## src/rtl/dsm_pkg.sv

```systemverilog
// Shared types and width helpers for the delta-sigma conversion sequencer.
package dsm_pkg;

    typedef enum logic [2:0] {
        S_IDLE,
        S_SELECT,
        S_SETTLE,
        S_INTEG,
        S_OUTPUT
    } state_t;

    function automatic int ch_w(input int ch);
        return (ch < 2) ? 1 : $clog2(ch);
    endfunction

    function automatic int cnt_w(input int osr_log2);
        return osr_log2 + 1;
    endfunction

    function automatic int n_cycles(input int osr_log2);
        return 1 << osr_log2;
    endfunction

endpackage

```

## src/rtl/dsm_rr_pick.sv

```systemverilog
// Round-robin picker: first requesting channel after last_i, wrapping; last_i itself is checked last.
module dsm_rr_pick
    import dsm_pkg::*;
#(
    parameter  int CH   = 4,
    localparam int CH_W = ch_w(CH)
) (
    input  logic [CH-1:0]   req_i,
    input  logic [CH_W-1:0] last_i,
    output logic            found_o,
    output logic [CH_W-1:0] idx_o
);

    always_comb begin
        int              cand;
        logic [CH_W-1:0] cidx;
        cand    = 0;
        cidx    = '0;
        found_o = 1'b0;
        idx_o   = '0;
        // Walk from farthest to nearest so the nearest hit is the one that sticks.
        for (int k = CH; k >= 1; k--) begin
            cand = (int'(last_i) + k) % CH;
            cidx = cand[CH_W-1:0];
            if (req_i[cidx]) begin
                found_o = 1'b1;
                idx_o   = cidx;
            end
        end
    end

endmodule

```

## src/rtl/dsm_conv_sequencer.sv

```systemverilog
// Time-multiplexes one delta-sigma modulator across CH channels and counts ones
// over 2^OSR_LOG2 cycles per conversion, handing the count out as valid/ready.
module dsm_conv_sequencer
    import dsm_pkg::*;
#(
    parameter  int W        = 16,
    parameter  int CH       = 4,
    parameter  int OSR_LOG2 = 10,
    parameter  int SETTLE   = 16,
    localparam int CH_W     = ch_w(CH),
    localparam int CNT_W    = cnt_w(OSR_LOG2)
) (
    input  logic              clk_i,
    input  logic              rst_i,
    input  logic              run_i,
    input  logic [CH-1:0]     ch_en_i,
    input  logic [CH*W-1:0]   ch_din_i,
    output logic [W-1:0]      mod_din_o,
    output logic              mod_clr_o,
    input  logic              mod_bit_i,
    output logic              res_valid_o,
    input  logic              res_ready_i,
    output logic [CH_W-1:0]   res_ch_o,
    output logic [CNT_W-1:0]  res_data_o,
    output logic              busy_o
);

    localparam int N      = n_cycles(OSR_LOG2);
    localparam int PH_MAX = (SETTLE > N) ? SETTLE : N;
    localparam int PH_W   = $clog2(PH_MAX + 1);

    localparam logic [PH_W-1:0] SETTLE_LAST = PH_W'((SETTLE > 0) ? SETTLE - 1 : 0);
    localparam logic [PH_W-1:0] INTEG_LAST  = PH_W'(N - 1);

    state_t             state_q;
    logic [CH_W-1:0]    last_ch_q;
    logic [PH_W-1:0]    phase_q;
    logic [CNT_W-1:0]   ones_q;
    logic [CNT_W-1:0]   ones_d;
    logic [W-1:0]       mod_din_q;
    logic               res_valid_q;
    logic [CH_W-1:0]    res_ch_q;
    logic [CNT_W-1:0]   res_data_q;

    logic               pick_found;
    logic [CH_W-1:0]    pick_idx;
    logic [W-1:0]       sel_din;

    dsm_rr_pick #(.CH(CH)) u_pick (
        .req_i   (ch_en_i),
        .last_i  (last_ch_q),
        .found_o (pick_found),
        .idx_o   (pick_idx)
    );

    assign sel_din = ch_din_i[int'(pick_idx)*W +: W];
    // Counter is one bit wider than OSR_LOG2, so an all-ones stream reaches N without wrapping.
    assign ones_d  = ones_q + CNT_W'(mod_bit_i);

    always_ff @(posedge clk_i or posedge rst_i) begin
        if (rst_i) begin
            state_q     <= S_IDLE;
            last_ch_q   <= CH_W'(CH - 1);
            phase_q     <= '0;
            ones_q      <= '0;
            mod_din_q   <= '0;
            res_valid_q <= 1'b0;
            res_ch_q    <= '0;
            res_data_q  <= '0;
        end else begin
            case (state_q)
                S_IDLE: begin
                    if (run_i) state_q <= S_SELECT;
                end
                S_SELECT: begin
                    if (run_i && pick_found) begin
                        mod_din_q <= sel_din;
                        res_ch_q  <= pick_idx;
                        last_ch_q <= pick_idx;
                        phase_q   <= '0;
                        ones_q    <= '0;
                        state_q   <= (SETTLE == 0) ? S_INTEG : S_SETTLE;
                    end else begin
                        state_q <= S_IDLE;
                    end
                end
                S_SETTLE: begin
                    if (!run_i) begin
                        state_q <= S_IDLE;
                    end else if (phase_q == SETTLE_LAST) begin
                        phase_q <= '0;
                        state_q <= S_INTEG;
                    end else begin
                        phase_q <= phase_q + PH_W'(1);
                    end
                end
                S_INTEG: begin
                    if (!run_i) begin
                        state_q <= S_IDLE;
                    end else if (phase_q == INTEG_LAST) begin
                        res_data_q  <= ones_d;
                        res_valid_q <= 1'b1;
                        state_q     <= S_OUTPUT;
                    end else begin
                        ones_q  <= ones_d;
                        phase_q <= phase_q + PH_W'(1);
                    end
                end
                S_OUTPUT: begin
                    if (res_ready_i) begin
                        res_valid_q <= 1'b0;
                        state_q     <= run_i ? S_SELECT : S_IDLE;
                    end
                end
                default: state_q <= S_IDLE;
            endcase
        end
    end

    assign mod_din_o   = mod_din_q;
    assign mod_clr_o   = (state_q == S_IDLE) || (state_q == S_SELECT);
    assign res_valid_o = res_valid_q;
    assign res_ch_o    = res_ch_q;
    assign res_data_o  = res_data_q;
    assign busy_o      = (state_q != S_IDLE);

endmodule
```

## config.mk

```make
export PLATFORM = sky130hd
export DESIGN_NAME = dsm_conv_sequencer
export DESIGN_NICKNAME = d
export VERILOG_FILES = /design/src/rtl/dsm_pkg.sv /design/src/rtl/dsm_rr_pick.sv /design/src/rtl/dsm_conv_sequencer.sv
export SDC_FILE = /design/constraint.sdc
export NUM_CORES = 1
export LEC_CHECK = 0
export BUFFER_PORTS_ARGS = -buffer_cell sky130_fd_sc_hd__buf_2
export CORE_MARGIN = 10
export CORE_UTILIZATION = 46
export CTS_BUF_LIST = sky130_fd_sc_hd__clkbuf_8 sky130_fd_sc_hd__clkbuf_16
export DETAILED_ROUTE_END_ITERATION = 7
export GPL_ROUTABILITY_DRIVEN = 0
export PLACE_DENSITY = 0.76
export SETUP_SLACK_MARGIN = 0.4
export SYNTH_ARGS = -nofsm -noshare
export SYNTH_HDL_FRONTEND = slang
export SYNTH_SLANG_ARGS = --single-unit
```

## constraint.sdc

```tcl
create_clock -name clk_i -period 2.35 [get_ports clk_i]
set_input_delay 0.235 -clock clk_i [delete_from_list [all_inputs] [get_ports clk_i]]
set_output_delay 0.235 -clock clk_i [all_outputs]
set_load 0.01 [all_outputs]
```

==> reports/results.tsv, run 1 <==
stage	metric	value	unit
placement	port_buffers	104	
global_routing	grt.overflow.total	0	
min_path	hold_depth	2	
pwr	powerDensity	791.6	nW/um^2
final_layout	fin_cells	580	
drt	drc	0	
timing	slew_headroom	52.48	%
setup_path	path_buf_inv	2	
clock_network	cts_sinks	57	
setup_path	crit_chain	and2b_1 -> o21a_1 -> nor3_4 -> buf_12 -> buf_16 -> mux2_4 -> a221o_1	
timing	skew	12.67	ps
drt	via_per_inst	5.872	
drt	antenna_left	0	
drt	wire_per_inst	18.39	um
timing	fmax	474.6	MHz
clock_network	htree_levels	3	
synth	ys.flop_type	dfrtp_1	
final_layout	syn_to_final_growth	37.87	%
synth	synth_seq_cells	57	
setup_path	r2r_start	last_ch_q[0]	
synth	ys.warnings.count	0	
drt	routed_wl	10670	um
floorplan	fp.dieW	105.2	um
setup_path	crit_fanout	8	
timing	finalSetupViolCount	0	
timing	worst_pin_slew	706.2	ps
timing	hold_viol	0	
synth	synth.avg_cell_area	9.655	sq um
synth	synthesis.area	3341	sq um
timing	fin_crit_sh	89.66	%
setup_path	critical_path_class	reg2reg	
placement	place_ws	74.81	ps
clock_network	numCtsBuffers	9	
final_layout	n_antenna_cell	0	
pwr	peakVddDrop	0.4188	mV
setup_path	crit_required	2570	ps
final_layout	layout.nets	553	
floorplan	core-area	7176	sq um
synth	ys_types	54	
setup_path	critPathMaxStageDelay	530	ps
floorplan	die_h	105.2	um
min_path	hp-start	res_ready_i	
timing	rsz0062_at_grt	yes	
floorplan	io_pins	105	
run_status	status	completed	
placement	dpl.hpwl	7432	um
timing	fin_crit	2107	ps
drt	drt-initial-drc-count	224	
clock_network	clockRootBuffer	clkbuf_8	
setup_path	end_kind	flop	
global_routing	grt_pass1_wl	17040	um
setup_path	slowest_stage	dfstp_2	
clock_network	insertion_delay	350	ps
drt	drt-pass1-iter-count	4	
floorplan	fp-row-count	31	
global_routing	antenna_found_initial	0	
setup_path	r2r_cells	7	
setup_path	crit_arrival	2330	ps
timing	slew_viol_final	0	
pwr	p_leak	0.002182	uW
placement	dp_cells	537	
timing	worst_slack	243.1	ps
synth	synth_edf_count	0	
setup_path	crit_family	flip-flops	
setup_path	cp_num_cells	7	
floorplan	design.die.area	11070	sq um
global_routing	grt.total_usage	18.62	%
setup_path	start_kind	flop	
floorplan	initial_core_util	46.56	%
clock_network	clockBufferDepth	2	
synth	ys_seq_area_share	42.77	%
clock_network	cts_tree	yes	
global_routing	grt_max_degree	23	
synth	synthArstFlopShare	100.0	%
global_routing	grt_pass1_vias	3280	
final_layout	drive_above_1_share	43.24	%
setup_path	startpoint	last_ch_q[0]	
synth	synth_nets	422	
synth	postSynthCellCount	346	
drt	vias	3406	
min_path	hold_path.class	in2reg	
timing	tns	0	ps
clock_network	clkSlewWorstSetupHoldPaths	60	ps
job	cap_violations	0	
-- per-layer routing --
layer / part of all wire [%] / global-route usage [%] / vias up / routed length [um]
met5: 0 / 0 / - / 0
met4: 2.0 / 8.627 / 0 / 213
met3: 7.9 / 4.689 / 19 / 845
met2: 48 / 29.96 / 190 / 5087
met1: 42 / 22.94 / 1609 / 4522
li1: - / - / 1588 / -
-- cells by family (layout without fill, tap and decap cells) --
kind of cell | count (synthesis) | after routing | synth area share (%)
AO/OA/AOI/OAI | 116 | 116 | 24.94
AND/OR/NAND/NOR | 108 | 108 | 17.90
flip-flops | 57 | 57 | 42.77
buffers and inverters | 35 | 170 | 4.831
multiplexers | 18 | 18 | 6.068
XOR/XNOR | 9 | 9 | 2.359
adder cells (fa/ha/maj) | 3 | 3 | 1.124
-- final timing paths --
kind	endpoint	slack (ps)
max	mod_din_o[6]	240
min	res_valid_o	120
max reg2reg	mod_din_o[6]	240
min reg2reg	res_data_o[5]	480
max in group asynchronous	last_ch_q[1]	1190
min in group asynchronous	mod_din_o[10]	470
-- layout make-up --
| class | count | area, sq um |
|---|---|---|
| Clock buffer | 12 | 165.2 |
| Clock inverter | 3 | 16.27 |
| Fill cell | 525 | 2570 |
| Inverter | 9 | 33.78 |
| Multi-Input combinational cell | 254 | 1933 |
| Sequential cell | 57 | 1434 |
| Tap cell | 99 | 123.9 |
| Timing Repair Buffer | 146 | 899.6 |
-- sequential cells by signal, indices dropped and copies added (netlist names) --
signal       flops
mod_din_o       16
last_ch_q        2
phase_q         11
ones_q          11
res_data_o      11
state_q          3
res_ch_o         2
res_valid_o      1
-- cell usage in the layout (no fill, tap or decap), types with 16 or more instances in the layout --
cell,Yosys,layout
buf_2,9,104
dfrtp_1,55,51
buf_4,1,36
a21oi_1,24,24
nand2_1,23,22
o31ai_1,21,21
nand4_1,17,17
a221o_1,17,17
mux2_4,0,16
-- cell usage after synthesis, types with 2 or more instances --
cell | n | area [sq um]
buf_6 | 2 | 22.52
and3_1 | 6 | 37.54
nand4_1 | 17 | 106.4
mux2_2 | 10 | 112.6
dfrtp_1 | 55 | 1376
o21a_1 | 3 | 22.52
o31ai_1 | 21 | 157.7
dfstp_2 | 2 | 52.55
nor4_1 | 2 | 12.51
a221o_1 | 17 | 170.2
nand2b_1 | 9 | 56.30
nor2_1 | 16 | 60.06
nand2_1 | 23 | 86.33
nor4_2 | 2 | 25.02
buf_2 | 9 | 45.04
clkbuf_1 | 13 | 48.80
xor2_1 | 5 | 43.79
a22o_1 | 2 | 17.52
a41oi_1 | 4 | 35.03
mux2_1 | 8 | 90.09
nor2b_1 | 3 | 18.77
a31oi_1 | 9 | 56.30
nand3_1 | 15 | 75.07
o21ai_1 | 8 | 40.04
nor3_1 | 4 | 20.02
inv_1 | 9 | 33.78
xnor2_1 | 4 | 35.03
o21ai_0 | 17 | 85.08
a21oi_1 | 24 | 120.1
ha_1 | 3 | 37.54
-- power by group --
| part | switching (uW) | leakage (uW) | total, uW | internal (uW) |
|---|---|---|---|---|
| registers | 128 | 0.000746 | 1310 | 1180 |
| clock network | 390 | 0.0000957 | 847 | 457 |
| logic | 717 | 0.00134 | 1490 | 775 |
-- metrics by stage --
step	hold WS [ps]	util (%)	total power [uW]	cell area [sq um]
final	123.7	64.18	3646	4606
after global placement	281.6	55.88	2520	4010
after global routing	127.4	64.18	3856	4606
after floorplan	352.3	-	2130	3382
after CTS	106.7	61.34	3605	4402
after detailed placement	294.0	55.88	2555	4010
-- repair_timing --
action | in CTS | in global routing
gates cloned | 1 | 0
endpoints found under the setup margin | 52 | 53
pin swaps | 12 | 12
gates resized for setup | 17 | 21
endpoints found under the hold margin | 20 | 0
hold buffers | 1 | 0
buffers inserted | 11 | 15
No activity file was read; power rests on OpenSTA's default activity.
==> run 2: changes to the inputs <==
--- a/config.mk
+++ b/config.mk
@@ -11,8 +11,9 @@
 export CTS_BUF_LIST = sky130_fd_sc_hd__clkbuf_8 sky130_fd_sc_hd__clkbuf_16
 export DETAILED_ROUTE_END_ITERATION = 7
 export GPL_ROUTABILITY_DRIVEN = 0
-export PLACE_DENSITY = 0.76
+export PLACE_DENSITY = 0.77
 export SETUP_SLACK_MARGIN = 0.4
 export SYNTH_ARGS = -nofsm -noshare
 export SYNTH_HDL_FRONTEND = slang
+export SYNTH_HIERARCHICAL = 1
 export SYNTH_SLANG_ARGS = --single-unit
==> reports/results.tsv, run 2 <==
stage	metric	value	unit
run_status	status	completed	
synth	yosysMostFrequentCell	dfrtp_1	
synth	yosysTopAreaCell	dfrtp_1	
synth	synth.avg_cell_area	11.63	sq um
clock_network	cts_tree	yes	
synth	yosys-top-cells-count	dfrtp_1 (55), mux2_2 (25), nand2_1 (20), a21oi_1 (16), mux4_2 (16)	
drt	routed_wl	8888	um
floorplan	core-area	6756	sq um
synth	ys.warnings.count	6	
final_layout	seq_area	1431	sq um
clock_network	insertion_delay	330	ps
placement	dpl.hpwl	6352	um
clock_network	clkSlewWorstSetupHoldPaths	60	ps
pwr	p_leak	0.002057	uW
timing	skew	9.505	ps
timing	rsz0062_at_grt	yes	
floorplan	design.die.area	10620	sq um
global_routing	grt.overflow.total	0	
timing	finalSetupViolCount	0	
setup_path	crit_required	2560	ps
timing	hold_viol	0	
final_layout	fin_area	4304	sq um
synth	ys_seq_area_share	45.01	%
job	cap_violations	0	
clock_network	numCtsBuffers	9	
min_path	hold_path.class	in2reg	
drt	antenna_left	0	
synth	muxShareOfSynthArea	20.54	%
floorplan	fp.dieW	103.1	um
floorplan	initial_core_util	46.98	%
timing	tns	0	ps
final_layout	mostFrequentLayoutCells	buf_2 (104), dfrtp_1 (53), mux2_2 (21)	
final_layout	largest_reg_flops	16	
final_layout	syn_to_final_growth	35.59	%
setup_path	crit_arrival	2340	ps
drt	drt-initial-drc-count	108	
synth	synthTopCellsByArea	dfrtp_1 (43%), mux4_2 (11%), mux2_2 (8.9%), a21oi_1 (2.5%), nand2_1 (2.4%)	
global_routing	grt.total_usage	16.74	%
clock_network	clockRootBuffer	clkbuf_8	
timing	slew_viol_final	0	
synth	synth_compound_area_share	11.71	%
clock_network	clockBufferDepth	2	
setup_path	timing.rr.end	mod_din_o[9]	
synth	synth_simple_gate_area_share	15.14	%
synth	synthXorXnorAreaFrac	2.759	%
global_routing	grt_max_degree	33	
setup_path	r2r_cells	7	
placement	port_buffers	104	
final_layout	mostFrequentLayoutCell	buf_2	
final_layout	drive_above_1_share	52.61	%
placement	place_ws	70.83	ps
global_routing	grt_pass1_vias	2872	
synth	synth_top_area_share	43.36	%
pwr	peakVddDrop	0.6663	mV
synth	synth_top_family_by_area	multiplexers	
setup_path	crit_fanout	8	
global_routing	antenna_found_initial	0	
timing	fin_crit	2123	ps
drt	wire_per_inst	18.40	um
synth	ys_types	53	
setup_path	slowest_stage	dfstp_2	
setup_path	crit_chain	nand2b_4 -> a21oi_2 -> o221ai_2 -> buf_4 -> buf_12 -> mux4_2 -> mux2_4	
min_path	hp-start	res_ready_i	
setup_path	crit_family	multiplexers	
min_path	hold_end	res_valid_o	
synth	synthArstFlopShare	100.0	%
synth	synth_edf_count	0	
setup_path	start_kind	flop	
global_routing	grt_pass1_wl	13920	um
synth	postSynthCellCount	273	
synth	synth_seq_cells	57	
setup_path	critPathMaxStageDelay	550	ps
pwr	total_power	3996	uW
final_layout	multi_input_area	1738	sq um
timing	worst_slack	227.1	ps
final_layout	final_util	63.70	%
final_layout	n_antenna_cell	0	
drt	via_per_inst	5.650	
synth	ys.flop_type	dfrtp_1	
setup_path	r2r_start	last_ch_q[1]	
setup_path	regToRegSetupSlack	230	ps
final_layout	layout.nets	474	
placement	placed_area	3767	sq um
synth	synth_fa_ha_area_share	1.182	%
floorplan	die_h	103.1	um
drt	vias	2729	
timing	slew_headroom	61.11	%
setup_path	end_kind	flop	
floorplan	fp-row-count	30	
drt	drc	0	
timing	worst_pin_slew	582.4	ps
synth	synthesis.area	3174	sq um
drt	drt-pass1-iter-count	6	
setup_path	critical_path_class	reg2reg	
min_path	hold_depth	3	
clock_network	htree_levels	3	
pwr	powerDensity	928.4	nW/um^2
setup_path	path_buf_inv	2	
floorplan	io_pins	105	
timing	fmax	471.1	MHz
clock_network	cts_sinks	57	
final_layout	fillers	513	
timing	fin_crit_sh	90.33	%
synth	synth_nets	349	
run 2: timing repair:
| action | 4_1_cts | 5_1_grt |
|---|---|---|
| gates resized for setup | 8 | 16 |
| buffers inserted | 6 | 12 |
| setup endpoints to repair | 48 | 35 |
| hold buffers | 1 | 0 |
| hold endpoints to repair | 23 | 0 |
| pin swaps | 4 | 6 |
| cloned | 1 | 1 |
run 2: where the power goes:
part	leakage, uW	internal (uW)	total (uW)	switching [uW]
Combinational	0.00119	871	1580	707
Sequential	0.000743	1220	1400	184
Clock	0.000120	631	1010	382
Total	0.00206	2720	4000	1270
run 2: worst max-delay path by stage:
stage / from / end / slack, ps / cells after the start
floorplan: last_ch_q[1] / mod_din_o[10] / 260 / 7
global placement: last_ch_q[1] / mod_din_o[5] / 140 / 4
detailed placement: last_ch_q[1] / mod_din_o[14] / 70 / 4
CTS: last_ch_q[1] / mod_din_o[14] / 190 / 7
global route: last_ch_q[1] / mod_din_o[7] / 150 / 7
finish: last_ch_q[1] / mod_din_o[9] / 230 / 7
run 2: per-stage QoR:
step / cells / hold slack, ps
finish: 483 / 260.0
global route: 483 / 281.9
CTS: 470 / 258.1
detailed placement: 446 / 320.3
global placement: 446 / 322.9
floorplan: 273 / 428.3
run 2: cell families (layout without fill, tap and decap cells):
logic type,Yosys count,after routing
flip-flops,57,57
AND/OR/NAND/NOR,85,85
AO/OA/AOI/OAI,54,55
multiplexers,42,42
XOR/XNOR,10,10
adder cells (fa/ha/maj),3,3
buffers and inverters,22,151
run 2: tightest hold or removal path, delay by kind of cell:
family,cells,cell delay (ps)
compound gates,1,140
buf+inv,1,100
simple gates,1,80
run 2: metal layers:
metal	routed length [um]	track usage, %	part of all wire (%)	vias to the layer above
met5	0	0	0	-
met4	119	5.561	1.3	0
met3	968	8.780	11	14
met2	4489	27.99	51	116
met1	3311	17.80	37	1325
li1	-	-	-	1274
run 2: layout make-up:
cell class / instances / area share, %
Clock buffer: 14 / 4.477
Timing Repair Buffer: 129 / 18.26
Inverter: 6 / 0.5233
Clock inverter: 2 / 0.7849
Sequential cell: 57 / 33.26
Multi-Input combinational cell: 195 / 40.38
Tap cell: 80 / 2.326
